**src/rtl/rib_arbiter.sv**
```systemverilog
// rtl/rib_arbiter.sv - sequential RIB bus arbiter with burst limit and no-ack timeout
module rib_arbiter #(
    parameter int N_MASTERS = 4,
    parameter int CORE_IDX  = 3,
    parameter int MAX_BURST = 8,
    parameter int TIMEOUT   = 64,
    localparam int ID_W     = (N_MASTERS > 1) ? $clog2(N_MASTERS) : 1
) (
    input  logic                 clk,
    input  logic                 rst,
    input  logic [N_MASTERS-1:0] req_i,
    input  logic                 ack_i,
    output logic [N_MASTERS-1:0] grant_o,
    output logic [ID_W-1:0]      grant_id_o,
    output logic                 busy_o,
    output logic                 hold_flag_rib_o,
    output logic                 timeout_o
);

    localparam int BEAT_W = $clog2(MAX_BURST) + 1;
    localparam int WAIT_W = $clog2(TIMEOUT) + 1;

    typedef enum logic {
        S_IDLE  = 1'b0,
        S_GRANT = 1'b1
    } state_t;

    state_t               state_q, state_d;
    logic [N_MASTERS-1:0] grant_q, grant_d;
    logic [ID_W-1:0]      id_q, id_d;
    logic                 busy_q, busy_d;
    logic                 to_q, to_d;
    logic [BEAT_W-1:0]    beat_q, beat_d;
    logic [WAIT_W-1:0]    wait_q, wait_d;
    logic [N_MASTERS-1:0] skip_q, skip_d;

    logic [N_MASTERS-1:0] cand;
    logic                 win_found;
    logic [ID_W-1:0]      win_idx;
    logic                 owner_req;
    logic                 others_req;
    logic                 beat_max;
    logic                 wait_max;

    // Fixed-priority pick among requesters, skipping a just-demoted master unless it is the only one asking
    always_comb begin
        cand = req_i & ~skip_q;
        if (cand == '0) begin
            cand = req_i;
        end
        win_found = 1'b0;
        win_idx   = '0;
        for (int i = N_MASTERS - 1; i >= 0; i--) begin
            if (cand[i]) begin
                win_found = 1'b1;
                win_idx   = ID_W'(i);
            end
        end
    end

    assign owner_req  = |(req_i & grant_q);
    assign others_req = |(req_i & ~grant_q);
    assign beat_max   = (beat_q == BEAT_W'(MAX_BURST - 1));
    assign wait_max   = (wait_q == WAIT_W'(TIMEOUT - 1));

    // Next-state and registered-output logic; owner release order is req drop, then burst limit, then timeout
    always_comb begin
        state_d = state_q;
        grant_d = grant_q;
        id_d    = id_q;
        busy_d  = busy_q;
        to_d    = 1'b0;
        beat_d  = beat_q;
        wait_d  = wait_q;
        skip_d  = skip_q;

        case (state_q)
            S_IDLE: begin
                skip_d  = '0;
                grant_d = '0;
                id_d    = '0;
                busy_d  = 1'b0;
                if (win_found) begin
                    state_d = S_GRANT;
                    grant_d = N_MASTERS'(1) << win_idx;
                    id_d    = win_idx;
                    busy_d  = 1'b1;
                    beat_d  = '0;
                    wait_d  = '0;
                end
            end

            S_GRANT: begin
                if (ack_i) begin
                    wait_d = '0;
                    if (!beat_max) begin
                        beat_d = beat_q + BEAT_W'(1);
                    end
                end else if (!wait_max) begin
                    wait_d = wait_q + WAIT_W'(1);
                end

                if (!owner_req) begin
                    state_d = S_IDLE;
                    grant_d = '0;
                    id_d    = '0;
                    busy_d  = 1'b0;
                end else if (ack_i && beat_max && others_req) begin
                    state_d = S_IDLE;
                    grant_d = '0;
                    id_d    = '0;
                    busy_d  = 1'b0;
                    skip_d  = grant_q;
                end else if (!ack_i && wait_max) begin
                    state_d = S_IDLE;
                    grant_d = '0;
                    id_d    = '0;
                    busy_d  = 1'b0;
                    skip_d  = grant_q;
                    to_d    = 1'b1;
                end
            end

            default: begin
                state_d = S_IDLE;
                grant_d = '0;
                id_d    = '0;
                busy_d  = 1'b0;
            end
        endcase
    end

    // State and output registers; reset drops the grant immediately
    always_ff @(posedge clk or negedge rst) begin
        if (!rst) begin
            state_q <= S_IDLE;
            grant_q <= '0;
            id_q    <= '0;
            busy_q  <= 1'b0;
            to_q    <= 1'b0;
            beat_q  <= '0;
            wait_q  <= '0;
            skip_q  <= '0;
        end else begin
            state_q <= state_d;
            grant_q <= grant_d;
            id_q    <= id_d;
            busy_q  <= busy_d;
            to_q    <= to_d;
            beat_q  <= beat_d;
            wait_q  <= wait_d;
            skip_q  <= skip_d;
        end
    end

    assign grant_o         = grant_q;
    assign grant_id_o      = id_q;
    assign busy_o          = busy_q;
    assign timeout_o       = to_q;
    assign hold_flag_rib_o = req_i[CORE_IDX] & ~grant_q[CORE_IDX];

endmodule

```
**config.mk**
```make
export PLATFORM = sky130hd
export DESIGN_NAME = rib_arbiter
export DESIGN_NICKNAME = d
export VERILOG_FILES = /design/src/rtl/rib_arbiter.sv
export SDC_FILE = /design/constraint.sdc
export NUM_CORES = 1
export LEC_CHECK = 0
export ABC_AREA = 1
export BUFFER_PORTS_ARGS = -buffer_cell sky130_fd_sc_hd__buf_4
export CORE_UTILIZATION = 61
export CTS_CLUSTER_DIAMETER = 120
export DETAILED_ROUTE_END_ITERATION = 10
export PLACE_DENSITY = 0.87
export SYNTH_ARGS = -nofsm -noshare
export SYNTH_HDL_FRONTEND = slang
export SYNTH_SLANG_ARGS = --single-unit
```
**constraint.sdc**
```tcl
create_clock -name clk -period 4.2 [get_ports clk]
set_input_delay 0.21 -clock clk [delete_from_list [all_inputs] [get_ports clk]]
set_output_delay 0.21 -clock clk [all_outputs]
set_load 0.1 [all_outputs]
```
==> out/summary.txt <==
Post-Syn Area per Cell: 7.66 µm²
Post-CTS Hold Buffers: 1
Final Cell Area: 1550 µm²
NumNets Final: 206
global-route usage over all layers: 26.8%
Vias: 1210
endpoints failing hold: 0
initial antenna violation count: 0
initial detailed-routing violation count: 32
critical path launch point: wait_q[0]$_DFFE_PN0P_
CTS root buf: clkbuf_4
sequential share of the synthesized area: 44.0%
number of synthesized register bits: 24
Die Footprint: 2430 µm²
Worst-Margin Slew: 0.469 ns
LEAKAGE: 0.802 nW
# rows: 16
Starting Density: 67.5%
crit-path cells: ha_1, nand3_1, nor2_2, nand2_1, nor2_2, nand2_1, nand3_1, nand2_2, nand2_1, o21ai_1
peak supply drop: 0.468 mV
Pre-Repair DR Iteration Count: 4
Detail Route Antenna Nets: 0
Worst EP arrival: 2.03 ns
Top delay family on crit path: simple AND/OR/NAND/NOR gates
RSZ-0062 raised after global routing: no
Clock Pin Slew Worst Setup and Hold Paths: 0.13 ns
HPWL after DPL: 2180 µm
Post-Syn Area: 1360 µm²
Syn Inst Count: 178
Routed WL: 2910 µm
Buf/Inv on CP: 0
Bufs on Longest Clock Path: 2
count of final max-slew check failures: 0
Post-CTS Repair Setup Buffers: 0
Hold Slack: 0.180 ns
Routed WL per cell: 13.1 µm
vias in the first global route: 1233
ys async rst share: 100%
Core Region: 2020 µm²
GRT overflow: 0
gp weighted congestion: 0.843
Worst Setup Path Type: reg -> reg
Final Cycle Share: 43.4%
min Tclk post-route: 1.82 ns
Synth Flop Type: dfrtp_1
crit path to: skip_q[2]$_DFFE_PN0P_
max incr delay on CP: 0.41 ns
Power Density: 664 nW/µm²
DP Area: 1500 µm²
die width: 49.3 µm
CP max stage cell: dfrtp_1
worst hold-check path type: in -> reg
cts repair resizes: 0
setup violators final: 0
setup TNS: 0 ns
clk_lat worst skew: 0.31 ns
CTS H-Tree Depth: 1
FF-to-FF path depth: 10
Post-synth EDFFs: 0
R2R Path End: skip_q[2]$_DFFE_PN0P_
Worst Skew: 0.00384 ns
Worst Path Required: 4.40 ns
clk sinks: 24
area grow syn2layout: 13.5%
Most common cell on crit path: nand2_1
slew margin rel.: 68.7%
largest net degree at the start of global routing: 25
max-cap violation count: 0
first-pass GRT wire length: 5040 µm
RR Startpoint: wait_q[0]$_DFFE_PN0P_
outcome: finished, final reports clean
CTS Buf Count: 3
reg2reg setup slack: 2.38 ns
CP max FO: 8
Top Ports: 16
Final WS setup: 2.38 ns
Fmax achieved: 548 MHz
# diodes: 0
CTS tree: done
ratio of cells with drive above 1 in the final layout: 22.4%
CP Launch Type: flip-flop
Yosys Warn Count: 0
height of the die: 49.3 µm
port bufs: 15
dpl ws: 2.48 ns
drt drc: 0
Crit. End Element: flip-flop
Worst path depth: 10
routed vias/inst: 5.43
Syn Nets: 187
post-synth cell types: 24
==> worst register-to-register path: stages, from the launching register on <==
cell     delay [ns]
dfrtp_1        0.41
ha_1           0.24
nand3_1        0.14
nor2_2         0.13
nand2_1        0.11
nor2_2         0.13
nand2_1        0.13
nand3_1        0.13
nand2_2        0.12
nand2_1        0.11
o21ai_1        0.08
==> registers in the layout, summed over array words and instances, names as in the netlist <==
name,cells
wait_q,7
beat_q,4
grant_o,4
skip_q,4
grant_id_o,2
busy_o,1
state_q,1
timeout_o,1
==> logic make-up after synthesis <==
| family | share of synthesized area [%] |
|---|---|
| DFF | 44.0 |
| buffers and inverters | 7.25 |
| xor gates and xnor gates | 1.28 |
| adders and majority gates | 1.83 |
| AOI/OAI and AO/OA | 7.25 |
| and+or+nand+nor | 38.3 |
==> worst min-delay path by stage <==
stage | startpoint | endpoint | cells after the start
after floorplan | rst | beat_q[0]$_DFFE_PN0P_ | 0
after global placement | rst | grant_id_o[0]$_DFFE_PN0P_ | 1
after detailed placement | rst | grant_id_o[0]$_DFFE_PN0P_ | 1
after CTS | ack_i | wait_q[3]$_DFFE_PN0P_ | 4
after global routing | ack_i | wait_q[3]$_DFFE_PN0P_ | 4
final | ack_i | wait_q[3]$_DFFE_PN0P_ | 4
==> final cells by class <==
class                   instances  area (µm²)
inverters                      24        90.1
flip-flops and latches         24         601
repair buffers                 16         123
clock buffers                   4        36.3
well taps                      27        33.8
fillers                       163         474
multi-input cells             128         664
==> power by group <==
| part | internal, mW | total (mW) | switching [mW] |
|---|---|---|---|
| Sequential | 0.293 | 0.359 | 0.0668 |
| Clock | 0.0529 | 0.120 | 0.0675 |
| Combinational | 0.138 | 0.548 | 0.410 |
| Total | 0.483 | 1.03 | 0.544 |
==> through the flow <==
stage | util [%] | power, mW | std cells
3_3_place_gp | 74.3 | 0.889 | 218
3_5_place_dp | 74.3 | 0.909 | 218
4_1_cts | 76.5 | 1.03 | 223
6_report | 76.5 | 1.03 | 223
2_1_floorplan | - | 0.788 | 178
5_1_grt | 76.5 | 1.08 | 223
==> routing by layer <==
metal,track usage [%],vias to the layer above,part of all wire [%]
met5,0,-,0
met4,10.8,0,1.0
met3,3.12,4,4.0
met2,49.3,32,54
met1,31.0,574,41
li1,-,600,-
==> cell usage after synthesis (2+ instances only) <==
cell / n / area, µm²
dfrtp_1: 24 / 601
ha_1: 2 / 25.0
inv_1: 23 / 86.3
nand2_1: 52 / 195
nand2_2: 12 / 75.1
nand2_4: 2 / 22.5
nand3_1: 17 / 85.1
nor2_1: 10 / 37.5
nor2_2: 4 / 25.0
nor2_4: 2 / 22.5
nor4_1: 2 / 12.5
o21ai_0: 3 / 15.0
o21ai_1: 10 / 50.1
o22ai_1: 4 / 25.0
xor2_1: 2 / 17.5
==> layout by cell type, fill, tap and decap left out, drive strengths merged <==
cell type,instances
ha,2
o22ai,4
dfrtp,24
buf,15
nand3,18
nor2,16
nor4,2
xor2,2
a21oi,1
nor3,1
inv,24
clkbuf,4
o21ai,13
or2,1
dlygate4sd3,1
nand2,67
nand4,1
(Power assumes the default switching activity.)
